[src/rtl/framer_pkg.sv]
// Shared types for the response framer: FSM states and the
// {code,data} record carried through the FIFO.
package framer_pkg;

  localparam int FRAME_BYTES = 2;
  localparam int REC_W       = 8 * FRAME_BYTES;

  typedef enum logic [2:0] {
    S_IDLE      = 3'd0,
    S_SEND_CODE = 3'd1,
    S_WAIT_CODE = 3'd2,
    S_SEND_DATA = 3'd3,
    S_WAIT_DATA = 3'd4
  } state_e;

  typedef struct packed {
    logic [7:0] code;
    logic [7:0] data;
  } rec_t;

endpackage

[src/rtl/resp_fifo.sv]
// Synchronous record FIFO; pointers carry one extra wrap bit
// so full and empty are distinguishable.
module resp_fifo
  import framer_pkg::*;
#(
  parameter int DEPTH = 4
) (
  input  logic                     clk,
  input  logic                     rst,
  input  logic                     push,
  input  logic                     pop,
  input  logic [REC_W-1:0]         din,
  output logic                     full,
  output logic                     empty,
  output logic [REC_W-1:0]         dout,
  output logic [$clog2(DEPTH):0]   count
);

  localparam int AW = $clog2(DEPTH);

  logic [REC_W-1:0] mem_q [DEPTH];
  logic [AW:0]      wr_q, wr_d;
  logic [AW:0]      rd_q, rd_d;
  logic             do_push;
  logic             do_pop;

  assign empty = (wr_q == rd_q);
  assign full  = (wr_q[AW] != rd_q[AW]) &&
                 (wr_q[AW-1:0] == rd_q[AW-1:0]);
  assign count = wr_q - rd_q;
  assign dout  = mem_q[rd_q[AW-1:0]];

  // a pop frees the slot, so a push on a full FIFO still lands
  always_comb begin
    do_pop  = pop && !empty;
    do_push = push && (!full || do_pop);
    wr_d    = wr_q + (AW+1)'(do_push);
    rd_d    = rd_q + (AW+1)'(do_pop);
  end

  always_ff @(posedge clk or posedge rst) begin
    if (rst) begin
      wr_q <= '0;
      rd_q <= '0;
    end else begin
      wr_q <= wr_d;
      rd_q <= rd_d;
    end
  end

  always_ff @(posedge clk) begin
    if (do_push) begin
      mem_q[wr_q[AW-1:0]] <= din;
    end
  end

endmodule

[src/rtl/response_framer.sv]
// Queues result records and sends each as a code byte then a
// data byte to the UART transmitter, with per-byte timeout.
module response_framer
  import framer_pkg::*;
#(
  parameter int FIFO_DEPTH     = 4,
  parameter int TIMEOUT_CYCLES = 100000
) (
  input  logic       i_Clock,
  input  logic       i_Reset,
  input  logic       i_Resp_Valid,
  input  logic [7:0] i_Resp_Code,
  input  logic [7:0] i_Resp_Data,
  input  logic       i_Tx_Active,
  input  logic       i_Tx_Done,
  output logic       o_Tx_DV,
  output logic [7:0] o_Tx_Byte,
  output logic       o_Busy,
  output logic       o_Overrun,
  output logic       o_Tx_Error,
  output logic [7:0] o_Drop_Count
);

  localparam int AW    = $clog2(FIFO_DEPTH);
  localparam int CNT_W = $clog2(TIMEOUT_CYCLES);
  localparam logic [CNT_W-1:0] TMO_LAST =
    CNT_W'(TIMEOUT_CYCLES - 1);

  state_e           state_q, state_d;
  logic [7:0]       data_q, data_d;
  logic [CNT_W-1:0] tmo_q, tmo_d;
  logic             dv_q, dv_d;
  logic [7:0]       byte_q, byte_d;
  logic             busy_q, busy_d;
  logic             ovr_q, ovr_d;
  logic             err_q, err_d;
  logic [7:0]       drop_q, drop_d;

  logic             pop;
  logic             push_ok;
  logic             fifo_full;
  logic             fifo_empty;
  logic [REC_W-1:0] fifo_dout;
  logic [AW:0]      fifo_count;
  logic [AW:0]      count_nx;
  rec_t             head;

  assign head = rec_t'(fifo_dout);

  resp_fifo #(
    .DEPTH(FIFO_DEPTH)
  ) u_fifo (
    .clk  (i_Clock),
    .rst  (i_Reset),
    .push (i_Resp_Valid),
    .pop  (pop),
    .din  ({i_Resp_Code, i_Resp_Data}),
    .full (fifo_full),
    .empty(fifo_empty),
    .dout (fifo_dout),
    .count(fifo_count)
  );

  always_comb begin
    state_d = state_q;
    data_d  = data_q;
    tmo_d   = tmo_q;
    dv_d    = 1'b0;
    byte_d  = byte_q;
    ovr_d   = ovr_q;
    err_d   = err_q;
    drop_d  = drop_q;
    pop     = 1'b0;

    unique case (state_q)
      S_IDLE: begin
        if (!fifo_empty && !i_Tx_Active) begin
          pop     = 1'b1;
          data_d  = head.data;
          byte_d  = head.code;
          dv_d    = 1'b1;
          state_d = S_SEND_CODE;
        end
      end
      S_SEND_CODE: begin
        tmo_d   = '0;
        state_d = S_WAIT_CODE;
      end
      S_WAIT_CODE: begin
        if (i_Tx_Done) begin
          byte_d  = data_q;
          dv_d    = 1'b1;
          state_d = S_SEND_DATA;
        end else if (tmo_q == TMO_LAST) begin
          err_d   = 1'b1;
          state_d = S_IDLE;
        end else begin
          tmo_d = tmo_q + 1'b1;
        end
      end
      S_SEND_DATA: begin
        tmo_d   = '0;
        state_d = S_WAIT_DATA;
      end
      S_WAIT_DATA: begin
        if (i_Tx_Done) begin
          state_d = S_IDLE;
        end else if (tmo_q == TMO_LAST) begin
          err_d   = 1'b1;
          state_d = S_IDLE;
        end else begin
          tmo_d = tmo_q + 1'b1;
        end
      end
      default: state_d = S_IDLE;
    endcase

    push_ok = i_Resp_Valid && (!fifo_full || pop);
    if (i_Resp_Valid && !push_ok) begin
      ovr_d = 1'b1;
      if (drop_q != 8'hFF) begin
        drop_d = drop_q + 8'd1;
      end
    end

    // busy is registered from next-cycle occupancy and state
    count_nx = fifo_count + (AW+1)'(push_ok) - (AW+1)'(pop);
    busy_d   = (state_d != S_IDLE) || (count_nx != '0);
  end

  always_ff @(posedge i_Clock or posedge i_Reset) begin
    if (i_Reset) begin
      state_q <= S_IDLE;
      data_q  <= 8'h00;
      tmo_q   <= '0;
      dv_q    <= 1'b0;
      byte_q  <= 8'h00;
      busy_q  <= 1'b0;
      ovr_q   <= 1'b0;
      err_q   <= 1'b0;
      drop_q  <= 8'h00;
    end else begin
      state_q <= state_d;
      data_q  <= data_d;
      tmo_q   <= tmo_d;
      dv_q    <= dv_d;
      byte_q  <= byte_d;
      busy_q  <= busy_d;
      ovr_q   <= ovr_d;
      err_q   <= err_d;
      drop_q  <= drop_d;
    end
  end

  assign o_Tx_DV      = dv_q;
  assign o_Tx_Byte    = byte_q;
  assign o_Busy       = busy_q;
  assign o_Overrun    = ovr_q;
  assign o_Tx_Error   = err_q;
  assign o_Drop_Count = drop_q;

endmodule

[config.mk]
export PLATFORM = sky130hd
export DESIGN_NAME = response_framer
export DESIGN_NICKNAME = d
export VERILOG_FILES = /design/src/rtl/framer_pkg.sv /design/src/rtl/resp_fifo.sv /design/src/rtl/response_framer.sv
export SDC_FILE = /design/constraint.sdc
export NUM_CORES = 1
export LEC_CHECK = 0
export ABC_CLOCK_PERIOD_IN_PS = 6300
export CAP_MARGIN = 20
export CORE_MARGIN = 2
export CORE_UTILIZATION = 45
export CTS_CLUSTER_DIAMETER = 30
export CTS_CLUSTER_SIZE = 40
export DETAILED_ROUTE_END_ITERATION = 10
export PLACE_DENSITY = 0.62
export SETUP_SLACK_MARGIN = 0.15
export SLEW_MARGIN = 10
export SYNTH_ARGS = -nofsm -noshare
export SYNTH_HDL_FRONTEND = slang
export SYNTH_SLANG_ARGS = --single-unit
[constraint.sdc]
create_clock -name i_Clock -period 6.3 [get_ports i_Clock]
set_input_delay 1.26 -clock i_Clock [delete_from_list [all_inputs] [get_ports i_Clock]]
set_output_delay 1.26 -clock i_Clock [all_outputs]
set_load 0.01 [all_outputs]
==> results of run 1 <==
==> area by class of cell <==
cell class              count  area share
clock inverters            14     0.02447
clock buffers              18     0.06756
flip-flops and latches    118      0.5291
repair buffers             47     0.07322
well taps                 140     0.02832
multi-input cells         184      0.2712
inverters                  10    0.006068
==> per-layer routing <==
| metal | global-route usage | vias up |
|---|---|---|
| met3 | 0.05868 | 10 |
| met1 | 0.2197 | 1429 |
| li1 | - | 1322 |
| met2 | 0.2787 | 56 |
| met4 | 0.06329 | 0 |
| met5 | 0 | - |
==> metrics by stage <==
stage,total power (µW),area [µm²]
finish,2977,6186
global route,3167,6186
CTS,3030,6186
detailed placement,2103,5617
global placement,2077,5617
floorplan,1812,5051
==> layout by cell type (no fill, tap or decap), types with 3 or more instances in the layout <==
cell type	n
a21o_1	3
and3_1	3
buf_4	7
clkbuf_16	16
clkdlybuf4s50_1	40
clkinv_4	3
clkinvlp_4	4
dfrtp_1	54
edfxtp_1	64
ha_1	8
inv_1	8
inv_6	3
mux2_1	8
mux2_2	18
mux2i_1	4
mux4_2	16
nand2_1	21
nand2b_1	4
nand3_1	9
nor2_1	16
nor3_1	6
nor3_2	3
nor4_1	6
o21ai_1	3
or3_1	3
xnor2_1	12
xor2_1	9
==> where the power goes <==
| part | internal, µW | switching, µW |
|---|---|---|
| Sequential | 1030 | 138 |
| Clock | 564 | 347 |
| Combinational | 464 | 431 |
==> worst reg2reg max path: cells and delay by family, from the launching register on <==
kind,cells,cell delay (ns)
xor+xnor,3,0.53
flops,1,0.97
buf+inv,2,0.25
simple gates,2,0.26
compound gates,1,0.08
fa+ha+maj,3,1.12
==> cells by family after synthesis <==
kind of cell / synth area share
XOR/XNOR: 0.03963
flip-flops: 0.6480
multiplexers: 0.1372
adder cells (fa/ha/maj): 0.02774
buffers and inverters: 0.02180
AO/OA/AOI/OAI: 0.02675
AND/OR/NAND/NOR: 0.09884
==> registers in the layout (all words and copies together) (netlist names) <==
register,count
u_fifo.wr_q,3
u_fifo.rd_q,3
o_Tx_Byte,8
o_Tx_Error,1
o_Busy,1
o_Overrun,1
state_q,3
tmo_q,17
u_fifo.mem_q,64
o_Drop_Count,8
o_Tx_DV,1
data_q,8
==> final timing paths <==
path	start	to	slack (ns)	cells after the start
worst min-delay path	u_fifo.rd_q[2]$_DFF_PP0_	u_fifo.rd_q[2]$_DFF_PP0_	0.49	1
worst max register to register	u_fifo.rd_q[1]$_DFF_PP0_	o_Busy$_DFF_PP0_	2.96	11
min in group asynchronous	i_Reset	o_Drop_Count[4]$_DFFE_PP0P_	1.28	3
max in group asynchronous	i_Reset	tmo_q[16]$_DFFE_PP0P_	4.56	3
worst max-delay path	i_Tx_Active	o_Busy$_DFF_PP0_	2.78	11
worst min register to register	u_fifo.rd_q[2]$_DFF_PP0_	u_fifo.rd_q[2]$_DFF_PP0_	0.49	1
==> results.tsv, run 1 <==
metric	value	unit
synthesis-to-finish area growth	22.47	%
most numerous cell in the Yosys netlist	edfxtp_1	
row count	38	
Root Driver	clkbuf_8	
vias in the first global route	2956	
DR vias	2817	
# IOs	41	
wire per inst	17.29	µm
RePlAce Congestion	0.7896	
crit path time final	3.517	ns
Seq cells post-synth	118	
setup slack after layout	2.783	ns
top layer in use	met4	
Crit path max-delay family	adder cells	
initial antenna violation count	0	
Mapped Area	5051	µm²
sequential share of the synthesized area	0.6480	
Post-layout nets	409	
number of DRC markers in iteration 0	159	
CTS tree	built	
Setup Crit Path Kind	input pin to register	
Synth Instances	325	
Initial Util	0.4639	
Routed WL	9181	µm
# diodes	0	
FF/Latch Area	3273	µm²
total global routing overflow	0	
crit-path max cell delay	0.48	ns
DR vias/cell	5.305	
routed wl met3	343	µm
Final Util	0.5681	
Met1 Wirelength	4156	µm
Critical Path AT	3.90	ns
Fill cells	863	
Max Buffers Root-to-Sink	2	
DR WL met2	4585	µm
Clk Latency, worst-skew pair	0.51	ns
fmax	0.2844	GHz
DP Wirelength	5804	µm
die area	12090	µm²
Clk pin slew, worst setup/hold paths	0.06	ns
Setup Buffers After CTS	0	
Die Width	109.9	µm
final period utilization	0.5582	
count of pins over their slew limit	0	
Max VDD drop	0.2566	mV
Post-route DRC	0	
most area-hungry cell type in the Yosys netlist	edfxtp_1	
PwrDens	481.3	nW/µm²
Critical path buffers and inverters	2	
crit-path cells	clkdlybuf4s50_1 -> nor4_2 -> or4_4 -> nand2_1 -> fa_1 -> fa_1 -> inv_1 -> ha_1 -> xnor2_1 -> xnor2_1 -> nand3_1	
first-pass GRT wire length	15170	µm
Startpoint Class	input pin	
Antenna Nets Post-Route	0	
RSZ-0062 raised after global routing	no	
Crit. End Element	register	
max cap viols	0	
Fin. Hold Viols	0	
syn_nets	356	
most instantiated cells after synthesis	edfxtp_1, dfrtp_1, nand2_1	
Final setup viols	0	
Post-Layout Cell Count	531	
multi-input logic area	1678	µm²
share of the synthesized area in the top cell type	0.3805	
Worst-Margin Slew	0.9670	ns
post-route setup TNS	0	ns
synth warn	0	
pre-CTS setup slack	2.232	ns
status	finished, final reports clean	
top post-synthesis cells by area	edfxtp_1, dfrtp_1, mux4_2	
Slew headroom	0.3554	
Critical Path Slowest Stage Cell	fa_1	
Total GRT Usage	0.1738	
total clock sinks	118	
largest net degree at the start of global routing	55	
Port Buf Inserts	40	
post_cts resized	0	
ys async rst share	0.4576	
Worst Path Max Fanout	4	
share of cells above drive strength 1	0.2199	
Yosys cell types	53	
main flop type after synthesis	edfxtp_1	
placed cells	499	
Die H	109.9	µm
cts hold-fix bufs	0	
synthesized area per cell	15.54	µm²
CP required	6.68	ns
leakage	0.002356	µW
Post-synth EDFFs	64	
drt pass-1 iters	4	
Hold Slack	0.4869	ns
number of H-tree levels	4	
Core Box Area	10890	µm²
CTS Buf Count	17	
clock skew	0.006849	ns
worst hold path class	register to register	
Power figures use the tool's default switching activity.
==> run 2: changes to the inputs <==
--- a/config.mk
+++ b/config.mk
@@ -5,14 +5,14 @@
 export SDC_FILE = /design/constraint.sdc
 export NUM_CORES = 1
 export LEC_CHECK = 0
-export ABC_CLOCK_PERIOD_IN_PS = 6300
+export ABC_CLOCK_PERIOD_IN_PS = 2900
 export CAP_MARGIN = 20
 export CORE_MARGIN = 2
 export CORE_UTILIZATION = 45
 export CTS_CLUSTER_DIAMETER = 30
 export CTS_CLUSTER_SIZE = 40
 export DETAILED_ROUTE_END_ITERATION = 10
-export PLACE_DENSITY = 0.62
+export PLACE_DENSITY = 0.65
 export SETUP_SLACK_MARGIN = 0.15
 export SLEW_MARGIN = 10
 export SYNTH_ARGS = -nofsm -noshare
==> constraint.sdc (replaced) <==
create_clock -name i_Clock -period 2.9 [get_ports i_Clock]
set_input_delay 0.58 -clock i_Clock [delete_from_list [all_inputs] [get_ports i_Clock]]
set_output_delay 0.58 -clock i_Clock [all_outputs]
set_load 0.01 [all_outputs]
==> results.tsv, run 2 (synthesis gave the netlist of run 1 again) <==
metric	value	unit	change
status	finished, final reports clean		unchanged
Port Buf Inserts	40		unchanged
Cell Area, Placed	5738	µm²	was 5617 µm²
Comb power frac	0.326		was 0.301
total clock sinks	118		unchanged
most frequent cells in the layout	edfxtp_1, dfrtp_1, clkdlybuf4s50_1, nand2_1, mux2_2		unchanged
DR vias/cell	5.401		was 5.305
part of the power in registers	0.358		was 0.393
Clk pin slew, worst setup/hold paths	0.06	ns	about the same
share of cells above drive strength 1	0.2655		was 0.2199
Total GRT Usage	0.1767		was 0.1738
synthesis-to-finish area growth	26.73	%	was 22.47%
NetSw	2089	µW	was 915.5 µW
number of H-tree levels	4		unchanged
Die H	109.9	µm	unchanged
Initial Util	0.4639		unchanged
DR vias	2933		was 2817
drt pass-1 iters	5		was 4
Critical path buffers and inverters	1		was 2
post-route setup TNS	0	ns	unchanged
Post-Layout Cell Count	543		was 531
Root Driver	clkbuf_8		unchanged
placed cells	511		was 499
crit-path max cell delay	0.56	ns	was 0.48 ns
switching share of power	0.3022		was 0.3075
vias in the first global route	3045		was 2956
DP Wirelength	5965	µm	was 5804 µm
fmax	0.3798	GHz	
worst r2r src	u_fifo.wr_q[1]$_DFF_PP0_		was u_fifo.rd_q[1]$_DFF_PP0_
PwrDens	1080	nW/µm²	was 481.3 nW/µm²
final period utilization	0.9080		
Final setup viols	0		unchanged
Critical Path AT	3.01	ns	was 3.90 ns
# diodes	0		unchanged
crit-path cells	xor2_2 -> or4_4 -> nand2_4 -> fa_2 -> fa_1 -> inv_1 -> ha_2 -> xnor2_2 -> xnor2_1 -> nand3_1		was clkdlybuf4s50_1 -> nor4_2 -> or4_4 -> nand2_1 -> fa_1 -> fa_1 -> inv_1 -> ha_1 -> xnor2_1 -> xnor2_1 -> nand3_1
crit path from	u_fifo.wr_q[1]$_DFF_PP0_		was i_Tx_Active
CP endpoint	o_Busy$_DFF_PP0_		unchanged
RSZ-0062 raised after global routing	no		unchanged
Clk Latency, worst-skew pair	0.52	ns	was 0.51 ns
crit path time final	2.633	ns	
first-pass GRT wire length	15640	µm	was 15170 µm
Max Buffers Root-to-Sink	2		unchanged
max cap viols	0		unchanged
total global routing overflow	0		unchanged
Slew headroom	0.4076		was 0.3554
clock power share	0.316		was 0.306
Post-route DRC	0		unchanged
pre-CTS setup slack	-0.2364	ns	was 2.232 ns
Crit path max-delay family	adder cells		unchanged
initial antenna violation count	0		unchanged
worst hold path class	input pin to async pin		was register to register
R2R setup slack	0.27	ns	was 2.96 ns
# IOs	41		unchanged
largest net degree at the start of global routing	32		was 55
Worst Path Max Fanout	5		was 4
setup slack after layout	0.2668	ns	was 2.783 ns
Critical Path Slowest Stage Cell	or4_4		was fa_1
Startpoint Class	register		was input pin
Internal	4824	µW	was 2062 µW
Antenna Nets Post-Route	0		unchanged
Core Box Area	10890	µm²	unchanged
max FFs per register	64		unchanged
Max VDD drop	0.6864	mV	was 0.2566 mV
leakage	0.002475	µW	was 0.002356 µW
CTS tree	built		unchanged
R2R Path End	o_Busy$_DFF_PP0_		unchanged
die area	12090	µm²	unchanged
number of DRC markers in iteration 0	182		was 159
cts hold-fix bufs	0		unchanged
Power, Total	6913	µW	was 2977 µW
Setup Crit Path Kind	register to register		was input pin to register
Post-layout nets	421		was 409
wire per inst	17.38	µm	was 17.29 µm
cell count along the critical path	10		was 11
CP required	3.28	ns	was 6.68 ns
Crit. End Element	register		unchanged
count of pins over their slew limit	0		unchanged
Worst-Margin Slew	0.8867	ns	was 0.9670 ns
final instance area	6401	µm²	was 6186 µm²
Routed WL	9437	µm	was 9181 µm
RePlAce Congestion	0.7795		was 0.7896
Fin. Hold Viols	0		unchanged
Die Width	109.9	µm	unchanged
CTS Buf Count	17		unchanged
row count	38		unchanged
worst reg2reg path depth	10		was 11
commonest non-fill, non-tap cell in the layout	edfxtp_1		unchanged
Setup Buffers After CTS	0		unchanged
clock skew	0.009310	ns	was 0.006849 ns
## run 2: cell count changes in the layout (fill, tap and decap cells not counted), sizes merged
cell	change
bufinv	+2
dlymetal6s2s	+1
clkinvlp	-2
buf	+12
clkinv	-1
inv	+1
clkdlybuf4s50	-1
## run 2: metrics by stage
| stage | util | hold WS (ns) |
|---|---|---|
| floorplan | - | 0.4555 |
| global placement | 0.5270 | 0.4524 |
| detailed placement | 0.5270 | 0.4552 |
| CTS | 0.5842 | 0.4328 |
| global route | 0.5879 | 0.4761 |
| finish | 0.5879 | 0.4426 |
## run 2: cell type report
class	instances	area (µm²)
fill	833	4487
sequential	118	3274
multi-input combinational	184	1728
timing repair buffer	59	570.5
clock buffer	18	417.9
clock inverter	14	197.7
tap	140	175.2
inverter	10	37.54
## run 2: worst min-delay path by stage
stage / slack [ns] / from / cells after the start / endpoint
4_1_cts: 0.43 / i_Reset / 2 / state_q[2]$_DFF_PP0_
6_report: 0.44 / i_Reset / 2 / state_q[2]$_DFF_PP0_
3_3_place_gp: 0.45 / o_Overrun$_DFFE_PP0P_ / 1 / o_Overrun$_DFFE_PP0P_
2_1_floorplan: 0.46 / tmo_q[15]$_DFFE_PP0P_ / 1 / tmo_q[15]$_DFFE_PP0P_
5_1_grt: 0.48 / i_Reset / 2 / u_fifo.wr_q[2]$_DFF_PP0_
3_5_place_dp: 0.46 / o_Overrun$_DFFE_PP0P_ / 1 / o_Overrun$_DFFE_PP0P_
## run 2: power by group through the flow
stage                     clock network (µW)  logic, µW  registers (µW)
after global placement                     0       2170            2460
final                                   2180       2260            2480
after global routing                    2310       2500            2520
after detailed placement                   0       2230            2480
after floorplan                            0       1470            2490
after CTS                               2240       2240            2460
## run 2: repair_timing
action                     4_1_cts  5_1_grt
resized for setup                1        8
pin swaps                        0        7
gates cloned                     0        0
setup endpoints to repair        1        1
## run 2: per-layer routing
| metal | part of all wire | GRT usage |
|---|---|---|
| met2 | 0.50 | 0.2787 |
| met3 | 0.035 | 0.04861 |
| met5 | 0 | 0 |
| met4 | 0.014 | 0.06962 |
| met1 | 0.45 | 0.2325 |
